[src/rtl/vec_data_mem_loader_if.sv]
// Host-to-loader bundle: load control, 32-bit word stream (valid/ready) and the data-memory write port.
// master = host/stream side, slave = the loader itself.
interface vec_data_mem_loader_if #(
  parameter int WIDTH              = 16,
  parameter int DATA_MEM_ADDR_SIZE = 32
);
  logic                          start;
  logic [DATA_MEM_ADDR_SIZE-1:0] base_addr;
  logic [DATA_MEM_ADDR_SIZE-1:0] num_vecs;
  logic                          in_valid;
  logic [31:0]                   in_data;
  logic                          in_ready;
  logic                          mem_wr_en;
  logic [DATA_MEM_ADDR_SIZE-1:0] mem_wr_addr;
  logic [32*WIDTH-1:0]           mem_wr_data;
  logic                          busy;
  logic                          done;
  logic                          error;

  modport master (
    output start, base_addr, num_vecs, in_valid, in_data,
    input  in_ready, mem_wr_en, mem_wr_addr, mem_wr_data, busy, done, error
  );

  modport slave (
    input  start, base_addr, num_vecs, in_valid, in_data,
    output in_ready, mem_wr_en, mem_wr_addr, mem_wr_data, busy, done, error
  );
endinterface

[src/rtl/vec_data_mem_loader.sv]
// Packs WIDTH stream words per vector and writes one VecDataMem row per vector: WIDTH+1 cycles/vector, done 1 cycle after last write.
// in_ready is high only in FILL; optional VEC_LOADER_BOUNDS_CHECK_EN rejects loads running past DATA_MEM_SIZE rows.
module vec_data_mem_loader #(
  parameter int WIDTH              = 16,
  parameter int DATA_MEM_SIZE      = 2048,
  parameter int DATA_MEM_ADDR_SIZE = 32,
  parameter int LANE_ADDR_SIZE     = (WIDTH > 1) ? $clog2(WIDTH) : 1
) (
  input  logic                 clock,
  input  logic                 reset,
  vec_data_mem_loader_if.slave bus
);

  localparam int AW = DATA_MEM_ADDR_SIZE;
  localparam logic [LANE_ADDR_SIZE-1:0] LAST_LANE = LANE_ADDR_SIZE'(WIDTH - 1);

  if (WIDTH < 1 || DATA_MEM_SIZE < 1 || DATA_MEM_ADDR_SIZE < 1) begin : g_bad_params
    $error("vec_data_mem_loader: WIDTH, DATA_MEM_SIZE and DATA_MEM_ADDR_SIZE must be positive");
  end

  typedef enum logic [1:0] {
    IDLE  = 2'd0,
    FILL  = 2'd1,
    WRITE = 2'd2,
    DONE  = 2'd3
  } state_t;

  state_t state;
  state_t state_nxt;

  logic [AW-1:0]                 base_q;
  logic [AW-1:0]                 num_q;
  logic [AW-1:0]                 vec_idx;
  logic [LANE_ADDR_SIZE-1:0]     lane_idx;
  logic [WIDTH-1:0][31:0]        lanes;

  logic in_ready_c;
  logic wr_en_c;
  logic busy_c;
  logic done_c;

  logic handshake;
  logic last_lane;
  logic last_vec;
  logic bounds_fail;

  assign handshake = bus.in_valid & in_ready_c;
  assign last_lane = (lane_idx == LAST_LANE);
  assign last_vec  = ((vec_idx + AW'(1)) == num_q);

`ifdef VEC_LOADER_BOUNDS_CHECK_EN
  // One extra bit so a load ending exactly at the top of the address space cannot wrap into range.
  localparam logic [AW:0] MEM_ROWS = (AW + 1)'(DATA_MEM_SIZE);
  logic [AW:0] load_end;
  logic        error_q;

  assign load_end    = {1'b0, bus.base_addr} + {1'b0, bus.num_vecs};
  assign bounds_fail = (load_end > MEM_ROWS);

  always_ff @(posedge clock or negedge reset) begin
    if (!reset) begin
      error_q <= 1'b0;
    end else if (state == IDLE && bus.start) begin
      error_q <= bounds_fail;
    end
  end

  assign bus.error = error_q;
`else
  assign bounds_fail = 1'b0;
  assign bus.error   = 1'b0;
`endif

  always_ff @(posedge clock or negedge reset) begin
    if (!reset) begin
      state <= IDLE;
    end else begin
      state <= state_nxt;
    end
  end

  always_comb begin
    state_nxt = state;
    unique case (state)
      IDLE: begin
        if (bus.start) begin
          if (bounds_fail || bus.num_vecs == '0) begin
            state_nxt = DONE;
          end else begin
            state_nxt = FILL;
          end
        end
      end
      FILL: begin
        if (handshake && last_lane) begin
          state_nxt = WRITE;
        end
      end
      WRITE: begin
        state_nxt = last_vec ? DONE : FILL;
      end
      DONE: begin
        state_nxt = IDLE;
      end
      default: state_nxt = IDLE;
    endcase
  end

  always_comb begin
    in_ready_c = 1'b0;
    wr_en_c    = 1'b0;
    busy_c     = 1'b0;
    done_c     = 1'b0;
    unique case (state)
      FILL: begin
        busy_c     = 1'b1;
        in_ready_c = 1'b1;
      end
      WRITE: begin
        busy_c  = 1'b1;
        wr_en_c = 1'b1;
      end
      DONE: begin
        done_c = 1'b1;
      end
      default: ;
    endcase
  end

  // Load parameters are captured only in IDLE, so a mid-load start or base/num change has no effect.
  always_ff @(posedge clock or negedge reset) begin
    if (!reset) begin
      base_q   <= '0;
      num_q    <= '0;
      vec_idx  <= '0;
      lane_idx <= '0;
      lanes    <= '0;
    end else begin
      unique case (state)
        IDLE: begin
          if (bus.start) begin
            base_q   <= bus.base_addr;
            num_q    <= bus.num_vecs;
            vec_idx  <= '0;
            lane_idx <= '0;
          end
        end
        FILL: begin
          if (handshake) begin
            lanes[lane_idx] <= bus.in_data;
            lane_idx        <= last_lane ? '0 : lane_idx + LANE_ADDR_SIZE'(1);
          end
        end
        WRITE: begin
          vec_idx  <= vec_idx + AW'(1);
          lane_idx <= '0;
        end
        default: ;
      endcase
    end
  end

  // Write address/data are forced to zero outside WRITE so the bus is quiet between rows.
  assign bus.in_ready    = in_ready_c;
  assign bus.mem_wr_en   = wr_en_c;
  assign bus.mem_wr_addr = wr_en_c ? (base_q + vec_idx) : '0;
  assign bus.mem_wr_data = wr_en_c ? lanes : '0;
  assign bus.busy        = busy_c;
  assign bus.done        = done_c;

endmodule

[src/flat_wrapper.sv]
// flat-port wrapper written by rule: the top's interface ports become plain ports
module vec_data_mem_loader_flat 
#(
  parameter int WIDTH              = 16,
  parameter int DATA_MEM_SIZE      = 2048,
  parameter int DATA_MEM_ADDR_SIZE = 32,
  parameter int LANE_ADDR_SIZE     = (WIDTH > 1) ? $clog2(WIDTH) : 1
)
  (clock, reset, bus_start, bus_base_addr, bus_num_vecs, bus_in_valid, bus_in_data, bus_in_ready, bus_mem_wr_en, bus_mem_wr_addr, bus_mem_wr_data, bus_busy, bus_done, bus_error);
  vec_data_mem_loader_if #(.WIDTH(WIDTH), .DATA_MEM_ADDR_SIZE(DATA_MEM_ADDR_SIZE)) bus_i ();
  input  logic clock;
  input  logic reset;
  input wire logic [$bits(bus_i.start)-1:0] bus_start;
  input wire logic [$bits(bus_i.base_addr)-1:0] bus_base_addr;
  input wire logic [$bits(bus_i.num_vecs)-1:0] bus_num_vecs;
  input wire logic [$bits(bus_i.in_valid)-1:0] bus_in_valid;
  input wire logic [$bits(bus_i.in_data)-1:0] bus_in_data;
  output wire logic [$bits(bus_i.in_ready)-1:0] bus_in_ready;
  output wire logic [$bits(bus_i.mem_wr_en)-1:0] bus_mem_wr_en;
  output wire logic [$bits(bus_i.mem_wr_addr)-1:0] bus_mem_wr_addr;
  output wire logic [$bits(bus_i.mem_wr_data)-1:0] bus_mem_wr_data;
  output wire logic [$bits(bus_i.busy)-1:0] bus_busy;
  output wire logic [$bits(bus_i.done)-1:0] bus_done;
  output wire logic [$bits(bus_i.error)-1:0] bus_error;
  assign bus_i.start = bus_start;
  assign bus_i.base_addr = bus_base_addr;
  assign bus_i.num_vecs = bus_num_vecs;
  assign bus_i.in_valid = bus_in_valid;
  assign bus_i.in_data = bus_in_data;
  assign bus_in_ready = bus_i.in_ready;
  assign bus_mem_wr_en = bus_i.mem_wr_en;
  assign bus_mem_wr_addr = bus_i.mem_wr_addr;
  assign bus_mem_wr_data = bus_i.mem_wr_data;
  assign bus_busy = bus_i.busy;
  assign bus_done = bus_i.done;
  assign bus_error = bus_i.error;
  vec_data_mem_loader #(.WIDTH(WIDTH), .DATA_MEM_SIZE(DATA_MEM_SIZE), .DATA_MEM_ADDR_SIZE(DATA_MEM_ADDR_SIZE), .LANE_ADDR_SIZE(LANE_ADDR_SIZE)) u_core (.clock(clock), .reset(reset), .bus(bus_i));
endmodule
[config.mk]
export PLATFORM = sky130hd
export DESIGN_NAME = vec_data_mem_loader_flat
export DESIGN_NICKNAME = d
export VERILOG_FILES = /design/src/rtl/vec_data_mem_loader_if.sv /design/src/rtl/vec_data_mem_loader.sv /design/src/flat_wrapper.sv
export SDC_FILE = /design/constraint.sdc
export NUM_CORES = 1
export LEC_CHECK = 0
export ABC_AREA = 1
export CORE_MARGIN = 4
export CORE_UTILIZATION = 30
export DETAILED_ROUTE_END_ITERATION = 10
export GPL_TIMING_DRIVEN = 0
export HOLD_SLACK_MARGIN = 0.08
export SYNTH_ARGS = -nofsm -noshare
export SYNTH_HDL_FRONTEND = slang
export SYNTH_SLANG_ARGS = --single-unit
export TNS_END_PERCENT = 30
[constraint.sdc]
create_clock -name clock -period 5.9 [get_ports clock]
set_clock_uncertainty 0.05 [all_clocks]
set_input_delay 1.77 -clock clock [delete_from_list [all_inputs] [get_ports clock]]
set_output_delay 1.77 -clock clock [all_outputs]
set_load 0.02 [all_outputs]
# Word-level counts from Yosys, hierarchy flattened
# Index checks and enable logic that the tools add are counted.
[totals]
elab_cells = 67
reg_bits = 614
output_inout_bits = 549
inputBits = 100
[op_classes]
n_eq_ne = 8
bitwise = 1
reduce_logical = 12
add_sub_neg = 3
magnitude_cmp = 2
mux = 20
[ops]
columns = ["operator", "n"]
rows = [
  ["bitwise mux 512 bit", 1],
  ["2-to-1 mux 512 bit", 1],
  ["demux 32 bit (select 4 bit)", 1],
  ["2-to-1 mux 32 bit", 3],
  ["case mux 32 bit (2 select lines)", 1],
  ["adder 32 x 1 -> 32 bit, second input constant", 1],
  ["adder 32 bit", 1],
  ["== test 32 bit", 1],
  ["logical NOT 32 bit", 1],
  ["2-to-1 mux 4 bit", 3],
  ["case mux 4 bit (3 select lines)", 1],
  ["2-to-1 mux 2 bit", 4],
  ["case mux 2 bit (4 select lines)", 1],
  ["AND reduction 2 bit", 4],
  ["< comparator 4 x 5 -> 1 bit, second input constant", 1],
  ["adder 4 x 1 -> 4 bit, second input constant", 1],
  ["== test 2 bit, second input constant", 2],
  ["== test 4 bit, second input constant", 1],
  [">= comparator 4 x 1 -> 1 bit, second input constant", 1],
  ["2-to-1 mux 1 bit", 4],
  ["inequality test 2 x 1 -> 1 bit, second input constant", 2],
  ["AND reduction 3 bit", 1],
  ["nonzero test 3 bit", 1],
  ["== test 2 x 1 -> 1 bit, second input constant", 1],
  ["6 further kinds", 7],
]

# Logic depth before layout (Yosys ltp)
# Gate-level depths: netlist (run 1).
[logic_depth]
word_depth = 6
mapped_depth = 17
mapped_depth_nobuf = 17

# Worst setup path after synthesis (run 1)
# OpenSTA, ideal clock, no wires.
[synth_path]
path_type = "flip-flop to output port"
from = "register u_core.vec_idx[0]"
to = "output bus_mem_wr_addr[24]"
path_stages_with_launch = 16
setup_slack_ns = 1.681
path_buffers = 0
arrival_ns = 2.399
required_time_ns = 4.080
path_cell_list = "dfrtp_1 -> ha_1 -> fa_1 -> nand2_1 -> nand3_1 -> o21ai_1 -> o21ai_2 -> inv_1 -> o21ai_1 -> nand2_1 -> nand2_1 -> a21oi_1 -> o21ai_0 -> nand2_1 -> nand2_1 -> nor2_1"
[synth_via]
elab_chain_cells = 2
[synth_rtl]
columns = ["element", "line", "rtl"]
rows = [
  ["start: declaration", "vec_data_mem_loader.sv:33", "logic [AW-1:0] vec_idx;"],
  ["start signal: assignment", "vec_data_mem_loader.sv:155", "vec_idx <= vec_idx + AW'(1);"],
  ["adder 32 bit", "vec_data_mem_loader.sv:166", "assign bus.mem_wr_addr = wr_en_c ? (base_q + vec_idx) : '0;"],
  ["2-to-1 mux 32 bit", "vec_data_mem_loader.sv:166", ""],
  ["end: declaration", "flat_wrapper.sv:20", "output wire logic [$bits(bus_i.mem_wr_addr)-1:0] bus_mem_wr_addr;"],
]
# Every way passes these cells.

# Worst setup path after layout (run 1)
[layout_path]
from = "register u_core.state[0]"
to = "output bus_mem_wr_addr[0]"
[layout_via]
elab_chain_cells = 3
[layout_rtl]
columns = ["element", "line", "rtl"]
rows = [
  ["start: declaration", "vec_data_mem_loader.sv:28", "state_t state;"],
  ["start signal: assignment", "vec_data_mem_loader.sv:78", "state <= state_nxt;"],
  ["== test 2 bit", "vec_data_mem_loader.sv:114", "unique case (state)"],
  ["2-to-1 mux 1 bit", "vec_data_mem_loader.sv:114", ""],
  ["2-to-1 mux 32 bit", "vec_data_mem_loader.sv:166", ""],
]
# Every way passes these cells.

==> impl_results.md, run 1 <==
- Clock latency on the worst-skew pair: 0.63 ns
- Worst Tran Pin Value: 1.09 ns
- Initial Util: 0.304
- Utilization after layout: 0.416
- Non-filler instance count after layout: 5924
- Initial antenna violation count: 4
- Worst path arrival time: 3.94 ns
- Die Height: 322 um
- Synth Flop Type: dfrtp_1
- Power share of the combinational group: 0.317
- Worst setup SP type: flip-flop
- Hold Vio Cnt, Final: 0
- Post-CTS setup repair buffer count: 0
- Synth area leader: dfrtp_1
- DP Cell Count: 5793
- Fin Hold WS: 0.432 ns
- Worst Path Required: 4.08 ns
- Static leakage: 21.4 nW
- # rows: 114
- Layout cells sized above 1: 0.0400
- Top-count cell post-synth: nand2_1
- FF+latch count, synth: 614
- Largest net degree at the start of global routing: 116
- First-pass GRT wire length: 183000 um
- Clock period minus worst slack: 5.76 ns
- Vias in the first global route: 27500
- Crit. End Element: output port
- H-tree depth: 3
- Number of synthesized flops with an enable pin: 0
- Synth Area per Inst: 7.64 sq um
- Seq pwr share: 0.369
- Status: completed
- Power Density: 388 nW/um^2
- DRT iter0 DRCs: 2545
- Yosys warns: 0
- Clk pwr share: 0.314
- Max-Cap Viols: 0
- CTS Sinks: 614
- Cell Int Power: 0.00986 W
- Clock transition at path regs: 0.06 ns
- Post-Synthesis Cells: 3865
- WL/cell: 21.3 um
- Peak Freq: 0.174 GHz
- Post-Syn Area: 29500 sq um
- Max-slew headroom: 0.273
- Total gr overflow: 0
- Post-synthesis cell type count: 44
- CTS tree: built
- Core Area: 97100 sq um
- Number of I/O port buffers: 647
- Worst hold-check path type: reg -> reg
- Synth Net Count: 4006
- Switching Fraction: 0.371
- DP HPWL: 96000 um
- Routed WL: 126000 um
- Fin crit share: 0.976
- Die Wd: 322 um
- Final net count: 4731
- Clock Tree Buf Depth: 3
- Hold buffer count at CTS: 0
- Total GRT Usage: 0.237
- Die area: 103000 sq um
- Endpoints failing setup: 0
- Remaining DRCs: 0
- Area grow syn2layout: 36.8%
- Num CTS Buffers: 71
- Root cell of the clock tree: clkbuf_16
- Vias per cell: 4.80
- Synth area leaders: dfrtp_1 52%, nand2_1 17%, o21ai_0 9.8%, inv_1 8.7%, clkbuf_1 2.5%
- CP max FO: 11
- Io pins: 649
- Post-cts sizing count: 5
- Post-route ant nets: 0
- Switching Power: 0.00583 W
- Post-synth top cells: 1327 x nand2_1, 681 x inv_1, 614 x dfrtp_1
- Post-synthesis async set-or-reset flop share: 1.00
- RD Place Congestion: 0.908
- RSZ-0062 raised after global routing: no
- VDD IR max: 241 uV
- Critical path type: reg -> out
- Setup TNS Final: 0 ns
- Seq/Total Area, Yosys: 0.520
- DR vias: 28400
- Drt first pass iters: 5
- Max Slew Vio Count: 0
- Synth top area share: 0.520
## power by group through the flow
stage                     clock, W  combinational, W  sequential [W]
after floorplan                  0           0.00283         0.00559
after global placement           0           0.00492         0.00584
after detailed placement         0           0.00498         0.00583
after CTS                  0.00503           0.00501         0.00577
after global routing       0.00519           0.00548         0.00588
final                      0.00493           0.00497         0.00578
## final cells by class
class	instances	area, sq um
antenna	2	5.00
buffer	204	778
clock buffer	98	2070
clock inverter	31	546
fill	9891	56800
inverter	685	2570
multi-input combinational	2362	10800
sequential	614	15400
tap	1276	1600
timing repair buffer	652	6620
## critical path, cell delays in order, from the launching register on
cell and delay, ns:
dfrtp_1 0.40, inv_1 0.11, ha_1 0.35, clkbuf_1 0.69
clkbuf_1 0.72, nand2_1 0.31, inv_1 0.13, clkdlybuf4s50_1 0.61
## final timing paths
path	slack [ns]	cells past startpoint	end	startpoint
setup / recovery	0.14	7	bus_mem_wr_addr[0]	u_core.state[0]
min in group asynchronous	1.12	1	u_core.lanes[249]	reset
hold / removal	0.43	2	u_core.lanes[323]	u_core.lanes[323]
max in group asynchronous	2.59	4	u_core.base_q[9]	reset
setup reg to reg	2.99	7	u_core.vec_idx[30]	u_core.state[0]
hold reg to reg	0.43	2	u_core.lanes[323]	u_core.lanes[323]
## per-stage QoR
step,setup WS [ns],power [W],cell area [sq um]
6_report,0.141,0.0157,40400
5_1_grt,0.00960,0.0166,40400
4_1_cts,0.0276,0.0158,40400
3_5_place_dp,-0.191,0.0108,37700
3_3_place_gp,-25.94,0.0108,37600
2_1_floorplan,1.68,0.00842,29500
## sequential cells by signal, summed over array words and instances, names as in the netlist
| signal | flops |
|---|---|
| u_core.lane_idx | 4 |
| u_core.num_q | 32 |
| u_core.vec_idx | 32 |
| u_core.lanes | 512 |
| u_core.state | 2 |
| u_core.base_q | 32 |
## per-layer routing
metal	vias to the layer above	GRT usage	routed length, um	share of wire
met4	2	0.0723	4080	0.032
met5	-	0	13	0.00010
met2	1078	0.393	59700	0.47
li1	13200	-	-	-
met3	177	0.0565	9660	0.077
met1	13900	0.309	52800	0.42
## kinds of logic (layout without fill, tap and decap cells)
| kind of cell | count (synthesis) | in the layout | share of synthesized area |
|---|---|---|---|
| compound gates | 688 | 688 | 0.120 |
| xor+xnor | 20 | 20 | 0.00640 |
| fa+ha+maj | 41 | 41 | 0.0176 |
| buf+inv | 889 | 1670 | 0.113 |
| flops | 614 | 614 | 0.520 |
| mux | 33 | 33 | 0.0126 |
| other cells | 1 | 3 | 0.000127 |
| simple gates | 1579 | 1579 | 0.210 |
## cell usage in the layout (no fill, tap or decap), types with 3 or more instances in the layout
cell,count
o21ai_1,3
clkinvlp_4,3
o21a_1,5
nand3_1,80
o221ai_1,4
nand2_1,1327
a21oi_1,58
nor2_4,4
o21ai_2,3
buf_16,5
clkbuf_8,15
buf_1,4
nor2_2,5
nor4_1,5
nor3_1,4
nand4_1,7
bufinv_16,11
xnor2_1,7
inv_1,681
dfrtp_1,613
a31oi_1,3
mux2_2,33
o22ai_1,19
o21ai_0,580
clkdlybuf4s50_1,645
clkinv_2,10
ha_1,40
nor2_1,127
nand3b_1,13
clkbuf_2,4
nand2_2,3
clkbuf_16,73
xor2_1,12
clkinv_16,3
clkbuf_1,204
Note: power is estimated with default switching activity, not from simulation.
==> run 2, diff against run 1 <==
- clock period: 5.9 -> 5.5 ns (I/O delays scaled with it)
==> impl_results.md, run 2 (same netlist as run 1, synthesis figures left out) <==
- H-tree depth: 3
- Hold Path Origin: u_core.lanes[485]
- CP max FO: 10
- Post-CTS setup repair buffer count: 0
- Die Height: 322 um
- Clock period minus worst slack: 5.34 ns
- Die area: 103000 sq um
- Remaining DRCs: 0
- Fin crit share: 0.972
- CTS tree: built
- Worst Path Required: 3.80 ns
- Drt first pass iters: 6
- VDD IR max: 258 uV
- Peak Freq: 0.187 GHz
- Worst hold-check path type: reg -> reg
- DP Cell Count: 5793
- Critical path type: reg -> out
- Hold buffer count at CTS: 0
- Worst path arrival time: 3.64 ns
- Initial Util: 0.304
- Total GRT Usage: 0.237
- Initial antenna violation count: 4
- Crit. End Element: output port
- DR vias: 28400
- Clock transition at path regs: 0.06 ns
- Post-route ant nets: 0
- Post-cts sizing count: 16
- Most common cell after layout, fill and taps aside: nand2_1
- DRT iter0 DRCs: 2577
- Io pins: 649
- Tot Pwr: 0.0168 W
- Routed WL: 126000 um
- Vias per cell: 4.80
- Setup TNS Final: 0 ns
- Largest Register: u_core.lanes
- Core Area: 97100 sq um
- Static leakage: 21.6 nW
- Reg2reg start: u_core.state[0]
- Worst setup SP type: flip-flop
- Num CTS Buffers: 71
- Vias in the first global route: 27600
- Worst Tran Pin Value: 1.09 ns
- Max-slew headroom: 0.275
- Worst R2R Setup Slack: 2.58 ns
- Endpoints failing setup: 0
- Reg2reg end: u_core.vec_idx[30]
- Placed cell area: 37700 sq um
- Final net count: 4731
- Non-filler instance count after layout: 5923
- Status: completed
- Largest net degree at the start of global routing: 116
- Hold Path End: u_core.lanes[485]
- Max-Cap Viols: 0
- Die Wd: 322 um
- Hold Vio Cnt, Final: 0
- Layout cells sized above 1: 0.0443
- Number of I/O port buffers: 647
- Post-route cell area: 40400 sq um
- Clock Tree Buf Depth: 3
- # rows: 114
- Most frequent cells in the layout: 1327 x nand2_1, 681 x inv_1, 639 x clkdlybuf4s50_1
- Power Density: 416 nW/um^2
- DP HPWL: 96000 um
- Root cell of the clock tree: clkbuf_16
- WL/cell: 21.3 um
- Total gr overflow: 0
- Max FFs per register: 512
- CTS Sinks: 614
- RD Place Congestion: 0.908
- # fillers: 9885
- RSZ-0062 raised after global routing: yes
- R2R cell count: 7
- Clock latency on the worst-skew pair: 0.64 ns
- Max Slew Vio Count: 0
- Area grow syn2layout: 36.9%
- First-pass GRT wire length: 184000 um
- Hold path cells: 2
## run 2: cell count changes in the layout (fill, tap and decap cells not counted), sizes merged
cell | previous run | this run
diode | 2 | 1
clkbuf | 297 | 296
dlymetal6s2s | 1 | 5
dlygate4sd2 | 0 | 2
buf | 11 | 12
clkdlybuf4s50 | 645 | 639
## run 2: final cells by class
class | instances | area [sq um] | share of cell area
diodes | 1 | 2.50 | 0.0000619
plain buffers | 204 | 801 | 0.0198
clock buffers | 98 | 2070 | 0.0512
clock inverters | 31 | 546 | 0.0135
inverters | 685 | 2570 | 0.0636
multi-input cells | 2362 | 10800 | 0.268
flip-flops and latches | 614 | 15400 | 0.380
well taps | 1276 | 1600 | 0.0395
repair buffers | 652 | 6630 | 0.164
## run 2: metrics by stage
step           worst slack [ns]  hold WS (ns)  utilization
2_1_floorplan              1.40         0.403            -
3_3_place_gp             -26.22         0.415        0.387
3_5_place_dp             -0.471         0.423        0.388
4_1_cts                 0.00224         0.437        0.416
5_1_grt                 -0.0535         0.449        0.416
6_report                  0.156         0.433        0.416
## run 2: worst max path at each step
| stage | start | endpoint | slack (ns) |
|---|---|---|---|
| finish | u_core.state[0] | bus_mem_wr_data[335] | 0.16 |
| global route | u_core.state[0] | bus_mem_wr_data[83] | -0.05 |
| global placement | reset | u_core.base_q[10] | -26.22 |
| CTS | u_core.vec_idx[0] | bus_mem_wr_addr[28] | 0.002 |
| detailed placement | u_core.state[0] | bus_mem_wr_data[99] | -0.47 |
| floorplan | u_core.vec_idx[0] | bus_mem_wr_addr[24] | 1.40 |
## run 2: worst max-delay path, stage by stage (launching register included)
cell             delay (ns)
dfrtp_1                0.40
inv_1                  0.11
ha_1                   0.35
clkbuf_4               0.40
clkbuf_2               0.32
clkbuf_1               0.41
nand2_1                0.20
inv_1                  0.19
clkdlybuf4s50_1        0.64
## run 2: per-layer routing
layer  share of wire  wire length (um)  vias up  GRT usage
met2            0.47             59800     1067      0.392
li1                -                 -    13200          -
met4           0.033              4190        2     0.0727
met3           0.076              9600      180     0.0566
met1            0.42             52600    13900      0.309
met5         0.00010                13        -          0
## run 2: power by group
part	total (W)	switching (W)	internal, W
combinational	0.00534	0.00345	0.00189
clock	0.00529	0.00210	0.00319
sequential	0.00620	0.000695	0.00551
total	0.0168	0.00625	0.0106
